--- config.mk ---
export PLATFORM = sky130hd
export DESIGN_NAME = ps2_receiver
export DESIGN_NICKNAME = d
export VERILOG_FILES = /design/src/rtl/ps2_pkg.sv /design/src/rtl/ps2_line_filter.sv /design/src/rtl/ps2_receiver.sv
export SDC_FILE = /design/constraint.sdc
export NUM_CORES = 1
export LEC_CHECK = 0
export ABC_CLOCK_PERIOD_IN_PS = 1650
export BUFFER_PORTS_ARGS = -buffer_cell sky130_fd_sc_hd__buf_2
export CAP_MARGIN = 20
export CORE_AREA = 2 2 81 83
export CTS_CLUSTER_DIAMETER = 40
export DETAILED_ROUTE_END_ITERATION = 7
export DIE_AREA = 0 0 83 85
export PLACE_DENSITY_LB_ADDON = 0.25
export SETUP_SLACK_MARGIN = 0.05
export SYNTH_ARGS = -nofsm -noshare
export SYNTH_HDL_FRONTEND = slang
export SYNTH_SLANG_ARGS = --single-unit
export TNS_END_PERCENT = 50
--- constraint.sdc ---
create_clock -name clk -period 1.65 [get_ports clk]
set_input_delay 0 -clock clk [delete_from_list [all_inputs] [get_ports clk]]
set_output_delay 0 -clock clk [all_outputs]
set_load 0.005 [all_outputs]
--- src/rtl/ps2_pkg.sv ---
// Shared definitions for the PS/2 receive path: frame states, scan-code prefixes
// and the game key codes consumed by the jump/duck logic.
package ps2_pkg;

    typedef enum logic [1:0] {
        IDLE   = 2'd0,
        DATA   = 2'd1,
        PARITY = 2'd2,
        STOP   = 2'd3
    } ps2_state_e;

    localparam logic [7:0] PS2_EXT_PREFIX   = 8'hE0;
    localparam logic [7:0] PS2_BREAK_PREFIX = 8'hF0;

    localparam logic [7:0] KEY_SPACE = 8'h29;
    localparam logic [7:0] KEY_UP    = 8'h75;
    localparam logic [7:0] KEY_DOWN  = 8'h72;

endpackage

--- src/rtl/ps2_line_filter.sv ---
// Synchronizer plus level filter for the PS/2 clock line; emits a one-cycle
// strobe when the filtered level falls.
module ps2_line_filter #(
    parameter int SYNC_STAGES = 2,
    parameter int FILTER_LEN  = 8
) (
    input  logic clk,
    input  logic reset,
    input  logic i_line,
    output logic o_fall
);

    localparam int CW = $clog2(FILTER_LEN + 1);

    logic [SYNC_STAGES-1:0] r_sync;
    logic [CW-1:0]          r_cnt;
    logic                   r_filt;
    logic                   r_fall;
    logic                   w_sync;

    assign w_sync = r_sync[SYNC_STAGES-1];
    assign o_fall = r_fall;

    // The filtered level flips only after FILTER_LEN consecutive samples disagree with it.
    always_ff @(posedge clk) begin
        if (reset) begin
            r_sync <= '1;
            r_cnt  <= '0;
            r_filt <= 1'b1;
            r_fall <= 1'b0;
        end else begin
            r_sync <= {r_sync[SYNC_STAGES-2:0], i_line};
            r_fall <= 1'b0;
            if (w_sync == r_filt) begin
                r_cnt <= '0;
            end else if (r_cnt == CW'(FILTER_LEN - 1)) begin
                r_cnt  <= '0;
                r_filt <= w_sync;
                r_fall <= r_filt;
            end else begin
                r_cnt <= r_cnt + 1'b1;
            end
        end
    end

endmodule

--- src/rtl/ps2_receiver.sv ---
// PS/2 device-to-host receiver: deframes 11-bit frames with odd parity and
// folds E0/F0 prefixes into single key events.
module ps2_receiver
    import ps2_pkg::*;
#(
    parameter int SYNC_STAGES    = 2,
    parameter int FILTER_LEN     = 8,
    parameter int TIMEOUT_CYCLES = 20000
) (
    input  logic       clk,
    input  logic       reset,
    input  logic       ps2_clk,
    input  logic       ps2_data,
    output logic [7:0] rx_data,
    output logic       rx_valid,
    output logic       rx_error,
    output logic [7:0] key_code,
    output logic       key_extended,
    output logic       key_release,
    output logic       key_event,
    output logic       busy
);

    localparam int             TW       = $clog2(TIMEOUT_CYCLES);
    localparam logic [TW-1:0]  TMO_LAST = TW'(TIMEOUT_CYCLES - 1);
    localparam logic [TW-1:0]  TMO_PRE  = TW'(TIMEOUT_CYCLES - 2);

    ps2_state_e             r_state;
    logic [SYNC_STAGES-1:0] r_data_sync;
    logic [7:0]             r_shift;
    logic [2:0]             r_bitcnt;
    logic                   r_parity;
    logic [TW-1:0]          r_timer;
    logic [7:0]             r_rx_data;
    logic                   r_rx_valid;
    logic                   r_rx_error;
    logic                   r_ext;
    logic                   r_rel;
    logic [7:0]             r_key_code;
    logic                   r_key_extended;
    logic                   r_key_release;
    logic                   r_key_event;
    logic                   w_fe;
    logic                   w_data;

    ps2_line_filter #(
        .SYNC_STAGES (SYNC_STAGES),
        .FILTER_LEN  (FILTER_LEN)
    ) u_clk_filter (
        .clk    (clk),
        .reset  (reset),
        .i_line (ps2_clk),
        .o_fall (w_fe)
    );

    always_ff @(posedge clk) begin
        if (reset) begin
            r_data_sync <= '1;
        end else begin
            r_data_sync <= {r_data_sync[SYNC_STAGES-2:0], ps2_data};
        end
    end

    assign w_data = r_data_sync[SYNC_STAGES-1];

    // A falling edge always wins over the timeout check in the same cycle.
    always_ff @(posedge clk) begin
        if (reset) begin
            r_state    <= IDLE;
            r_shift    <= '0;
            r_bitcnt   <= '0;
            r_parity   <= 1'b0;
            r_timer    <= '0;
            r_rx_data  <= '0;
            r_rx_valid <= 1'b0;
            r_rx_error <= 1'b0;
        end else begin
            r_rx_valid <= 1'b0;
            r_rx_error <= 1'b0;
            if (w_fe) begin
                r_timer <= '0;
                case (r_state)
                    IDLE: begin
                        if (!w_data) begin
                            r_state  <= DATA;
                            r_bitcnt <= '0;
                        end else begin
                            r_rx_error <= 1'b1;
                        end
                    end
                    DATA: begin
                        r_shift  <= {w_data, r_shift[7:1]};
                        r_bitcnt <= r_bitcnt + 3'd1;
                        if (r_bitcnt == 3'd7) begin
                            r_state <= PARITY;
                        end
                    end
                    PARITY: begin
                        r_parity <= w_data;
                        r_state  <= STOP;
                    end
                    STOP: begin
                        r_state <= IDLE;
                        if (w_data && (^{r_parity, r_shift})) begin
                            r_rx_data  <= r_shift;
                            r_rx_valid <= 1'b1;
                        end else begin
                            r_rx_error <= 1'b1;
                        end
                    end
                    default: r_state <= IDLE;
                endcase
            end else if (r_state != IDLE) begin
                if (r_timer != TMO_LAST) begin
                    r_timer <= r_timer + 1'b1;
                end
                if (r_timer == TMO_PRE) begin
                    r_state    <= IDLE;
                    r_rx_error <= 1'b1;
                end
            end
        end
    end

    // Prefix bytes only arm flags; the next plain byte carries them out as one event.
    always_ff @(posedge clk) begin
        if (reset) begin
            r_ext          <= 1'b0;
            r_rel          <= 1'b0;
            r_key_code     <= '0;
            r_key_extended <= 1'b0;
            r_key_release  <= 1'b0;
            r_key_event    <= 1'b0;
        end else begin
            r_key_event <= 1'b0;
            if (r_rx_error) begin
                r_ext <= 1'b0;
                r_rel <= 1'b0;
            end else if (r_rx_valid) begin
                if (r_rx_data == PS2_EXT_PREFIX) begin
                    r_ext <= 1'b1;
                end else if (r_rx_data == PS2_BREAK_PREFIX) begin
                    r_rel <= 1'b1;
                end else begin
                    r_key_code     <= r_rx_data;
                    r_key_extended <= r_ext;
                    r_key_release  <= r_rel;
                    r_key_event    <= 1'b1;
                    r_ext          <= 1'b0;
                    r_rel          <= 1'b0;
                end
            end
        end
    end

    assign rx_data      = r_rx_data;
    assign rx_valid     = r_rx_valid;
    assign rx_error     = r_rx_error;
    assign key_code     = r_key_code;
    assign key_extended = r_key_extended;
    assign key_release  = r_key_release;
    assign key_event    = r_key_event;
    assign busy         = (r_state != IDLE);

endmodule

# After elaboration in Yosys (flattened, before gate mapping)
# Cells that the tools add are included.
[totals]
regBits = 62
inputBits = 4
word_cells = 86
output_inout_bits = 22
[classes]
muxes = 19
eq_ne = 14
reduce_logical = 23
addsub = 3
bitwise_logic = 8
[ops]
columns = ["op", "n"]
rows = [
  ["== test 8 bit (second input constant)", 2],
  ["adder 15 x 1 -> 15 bit (second input constant)", 1],
  ["== test 15 bit (second input constant)", 1],
  ["!= test 15 bit (second input constant)", 1],
  ["AND reduction 2 bit", 6],
  ["2-to-1 mux 1 bit", 10],
  ["2-to-1 mux 2 bit", 5],
  ["OR reduction 3 bit", 3],
  ["parity 9 bit", 1],
  ["NOT 1 bit", 8],
  ["one-hot mux 2 bit (4 select lines)", 1],
  ["AND reduction 4 bit", 2],
  ["nonzero test 2 bit", 4],
  ["!= test 3 bit (second input constant)", 2],
  ["one-hot mux 3 bit (2 select lines)", 1],
  ["AND reduction 3 bit", 2],
  ["adder 4 x 1 -> 4 bit (second input constant)", 1],
  ["== test 2 bit (second input constant)", 2],
  ["== test 4 x 3 -> 1 bit (second input constant)", 1],
  ["!= test 2 bit (second input constant)", 2],
  ["OR reduction 2 bit", 2],
  ["OR reduction 4 bit", 1],
  ["adder 3 x 1 -> 3 bit (second input constant)", 1],
  ["== test 3 bit (second input constant)", 1],
  ["other kinds (6)", 6],
]

# Depth between registers and ports, before layout
[depth]
word_depth = 5
depth_mapped = 8
depth_no_buf = 7

# Hierarchy
# From an unflattened synthesis, not the netlist that was laid out.
[unflattened]
cells_unflattened = 283
area_unflattened_um2 = 2688.8
[by_module_without_submodules]
columns = ["module", "cells_per_inst", "instances", "seq_area_each_um2", "area_per_inst_um2"]
rows = [
  ["ps2_receiver", 257, 1, 1081.0, 2388.5],
  ["ps2_line_filter", 26, 1, 160.2, 300.3],
]

# Worst setup path before layout
# OpenSTA, ideal clock, no wires.
[synth_timing]
path_kind = "register to register"
from = "register r_state[0]"
to = "register r_timer[12]"
path_slack_ps = -176
required_ps = 1522
period_less_slack_ps = 1826
path_stages_with_launch = 9
n_path_buf = 1
t_arrival_ps = 1699
setup_time_ps = 128
cell_sequence = "dfxtp_1 inv_1 ha_1 clkbuf_1 nand3b_1 nor4_1 nand3_1 xor2_1 nor2_1"
[synth_via]
elab_chain_len = 2
[synth_rtl]
columns = ["item", "line", "rtl"]
rows = [
  ["from (decl)", "ps2_receiver.sv:28", "ps2_state_e r_state;"],
  ["from (signal assigned)", "ps2_receiver.sv:69", "r_state <= IDLE;"],
  ["from (signal assigned)", "ps2_receiver.sv:85", "r_state <= DATA;"],
  ["from (signal assigned)", "ps2_receiver.sv:95", "r_state <= PARITY;"],
  ["nonzero test 2 bit", "ps2_receiver.sv:113", "end else if (r_state != IDLE) begin"],
  ["AND reduction 2 bit (no line)", "n/a", ""],
  ["to (signal assigned)", "ps2_receiver.sv:115", "r_timer <= r_timer + 1'b1;"],
  ["to (decl)", "ps2_receiver.sv:33", "logic [TW-1:0] r_timer;"],
]
# No other way between the ends.
# A chain may end at the register's enable or synchronous reset.

# Worst setup path in the final report
[layout_timing]
from = "register r_timer[12]"
to = "register r_timer[5]"
[layout_via]
elab_chain_len = 2
[layout_rtl]
columns = ["item", "line", "rtl"]
rows = [
  ["!= test 15 bit", "ps2_receiver.sv:114", "if (r_timer != TMO_LAST) begin"],
  ["AND reduction 2 bit (no line)", "n/a", ""],
]
# No other way between the ends.

==> qor.txt <==
Antenna violations before repair: 0
Switching share of total power: 21.5%
Failing checks: negative setup slack
Vias in the first global route: 2134
# diodes: 0
Area grow syn2layout: 36.0%
Site row count: 29
Total power: 2.86 mW
Top cell type's share of synthesized area: 47.1%
Core Area: 6200 um2
Hold Worst Slack: 0.371 ns
# clock sinks: 62
Post-DP Area: 3210 um2
Height of the die: 85 um
Slew HR: 72.6%
Gpl congestion: 0.813
Antenna-violating nets left: 0
# port buffers: 25
Final setup margin: -0.0861 ns
Root Buffer: clkbuf_8
Worst setup path category: register to register
Grt total ovfl: 0
Fmax: 576 MHz
Die Area: 7060 um2
Post-DP HPWL: 3660 um
Status: finished with violations
Detailed Route WL: 5280 um
Critical path data required time: 1.88 ns
Htree depth: 3
Hold/Removal Path Class: primary input to register
Final Hold Fails: 0
PwrDens: 798 nW/um2
Clock network power share: 46.0%
Initial Utilization: 42.5%
Seq pwr share: 52.6%
# DRC: 0
Final nets: 370
Tmin final: 1.74 ns
Top Ports: 26
Post-synth ARST share: 0%
Fill cells: 550
Vias per Instance: 4.88
Final design instance area without fill: 3590 um2
Maxcap violations: 0
Syn_nets: 293
Post-Syn Instances: 279
Synthesized area per cell: 9.45 um2
Critical path's largest stage delay: 0.56 ns
Sequential fraction of the synthesis area: 47.1%
Endpoints failing setup: 15
Final Slew Violations: 0
Die width: 83 um
Leak: 1.53 nW
Clock transition at path regs: 0.07 ns
Post-Syn Area: 2640 um2
Unrepaired setup endpoints after global routing: true
Total number of vias: 2136
Global-route wire length before repair: 9330 um
Detailed Routing Iterations Pass 1: 4
Worst reg-to-reg path cell count: 6
Clk Latency, worst-skew pair: 0.34 ns
CP endpoint kind: register
Pint: 2.25 mW
Post-synthesis cell type count: 41
YS warnings: 0
Worst path slowest cell: or4b_4
Final Util: 57.8%
CP Launch Type: register
Worst-case clock buffer depth: 2
Data arrival, critical path: 1.96 ns
Switching Power: 614 uW
Worst clock skew: 0.00975 ns
Post-synthesis register bit count: 62
Share of cells above drive strength 1: 36.6%
Post-synth EDFFs: 0
Dpl ws: -0.0967 ns
Leading area contributor after synthesis: dfxtp_1
Maximum vdd drop: 0.762 mV
CP Cell Sequence: or4b_4 -> nor4_4 -> buf_6 -> a2111oi_4 -> xnor2_1 -> nor2_1
Top post-synthesis cells by area: dfxtp_1 (47%), mux2i_1 (7.2%), nor2_1 (6.7%)
CTS buffer count: 9
CTS tree: yes
GRT Total Usage: 16.5%
Period utilisation layout: 105%
Logic pwr share: 1.4%
Hold Path Depth: 3
Wirelength per Cell: 12.0 um
Slew @ Worst Pin: 0.411 ns
Worst-path maximum fanout: 5
Drt initial violations: 80
Most common flop cell mapped by yosys: dfxtp_1
Largest net degree at the start of global routing: 31
## flip-flops by register name, indices dropped and copies added (netlist names), 2 cells and up
| name | count |
|---|---|
| r_state | 2 |
| r_shift | 8 |
| r_data_sync | 2 |
| r_timer | 15 |
| r_bitcnt | 3 |
| rx_data | 8 |
| u_clk_filter.r_cnt | 4 |
| u_clk_filter.r_sync | 2 |
| key_code | 8 |
## critical path: cells and delay by family (launching register included)
kind            cells  cell delay, ns
compound gates      1            0.07
xor+xnor            1            0.17
buf+inv             1            0.18
flops               1            0.33
simple gates        3            0.88
## metal layers
| metal | part of all wire, % | global-route usage [%] |
|---|---|---|
| met4 | 1.6 | 8.05 |
| met3 | 3.6 | 5.54 |
| met5 | 0 | 0 |
| met1 | 45 | 18.2 |
| met2 | 50 | 28.7 |
## synth_stat cells, types with 3 or more instances
| library cell | count |
|---|---|
| dfxtp_1 | 62 |
| nor2_1 | 47 |
| nand2_1 | 21 |
| mux2i_1 | 19 |
| nand3_1 | 17 |
| a21oi_1 | 16 |
| xnor2_1 | 14 |
| ha_1 | 10 |
| inv_1 | 7 |
| xor2_1 | 6 |
| clkbuf_1 | 5 |
| nor3_1 | 5 |
| or2_2 | 5 |
| and3_1 | 4 |
| o21ai_0 | 4 |
| nand3b_1 | 3 |
| nor4_1 | 3 |
## cells in the final DEF, fill, tap and decap left out, drive strengths merged, types with 5 or more instances in the layout
cell type / instances
a21oi: 16
inv: 7
nand3: 17
mux2i: 20
nor3: 5
nor2: 48
ha: 10
clkbuf: 10
nand2: 21
or2: 5
dfxtp: 62
buf: 74
xor2: 6
xnor2: 14
## power groups by stage
stage                     clock network, mW  registers [mW]  logic (mW)
after floorplan                           0            1.54      0.0289
after global placement                    0            1.54      0.0359
after detailed placement                  0            1.54      0.0361
after CTS                              1.36            1.50      0.0415
after global routing                   1.44            1.50      0.0458
final                                  1.32            1.50      0.0401
## timing repair
item                                    CTS  global route
endpoints found under the setup margin   32            36
gates resized for setup                  17            10
cloned                                    0             0
hold buffers                              3             0
buffers inserted                          3             2
hold endpoints to repair                  8             0
pin swaps                                16            19
## layout make-up
type / count / area [um2] / area share (%)
repair buffers: 77 / 547 / 15.2
inverters: 7 / 26.3 / 0.732
well taps: 77 / 96.3 / 2.69
clock inverters: 6 / 61.3 / 1.71
multi-input cells: 199 / 1470 / 40.9
flip-flops and latches: 62 / 1250 / 34.9
clock buffers: 10 / 138 / 3.84
## cells by family after synthesis
logic type	count (synthesis)	synth area share (%)
DFF	62	47.1
AOI/OAI and AO/OA	28	6.17
and+or+nand+nor	117	21.5
adders and majority gates	10	4.74
buffers and inverters	18	2.99
muxes	22	8.92
xor gates and xnor gates	22	8.59
## per-stage QoR
step           TNS (ns)  cells
6_report         -0.484    438
5_1_grt           -1.93    438
4_1_cts          -0.601    437
3_5_place_dp      -1.19    415
3_3_place_gp     -0.718    415
2_1_floorplan    -0.310    279
## final timing paths
path / start / to / slack (ns)
setup / recovery: r_timer[12] / r_timer[5] / -0.09
setup reg to reg: r_timer[12] / r_timer[5] / -0.09
hold reg to reg: u_clk_filter.r_sync[0] / u_clk_filter.r_sync[1] / 0.41
hold / removal: ps2_clk / u_clk_filter.r_sync[0] / 0.37
Note: power is estimated with default switching activity, not from simulation.
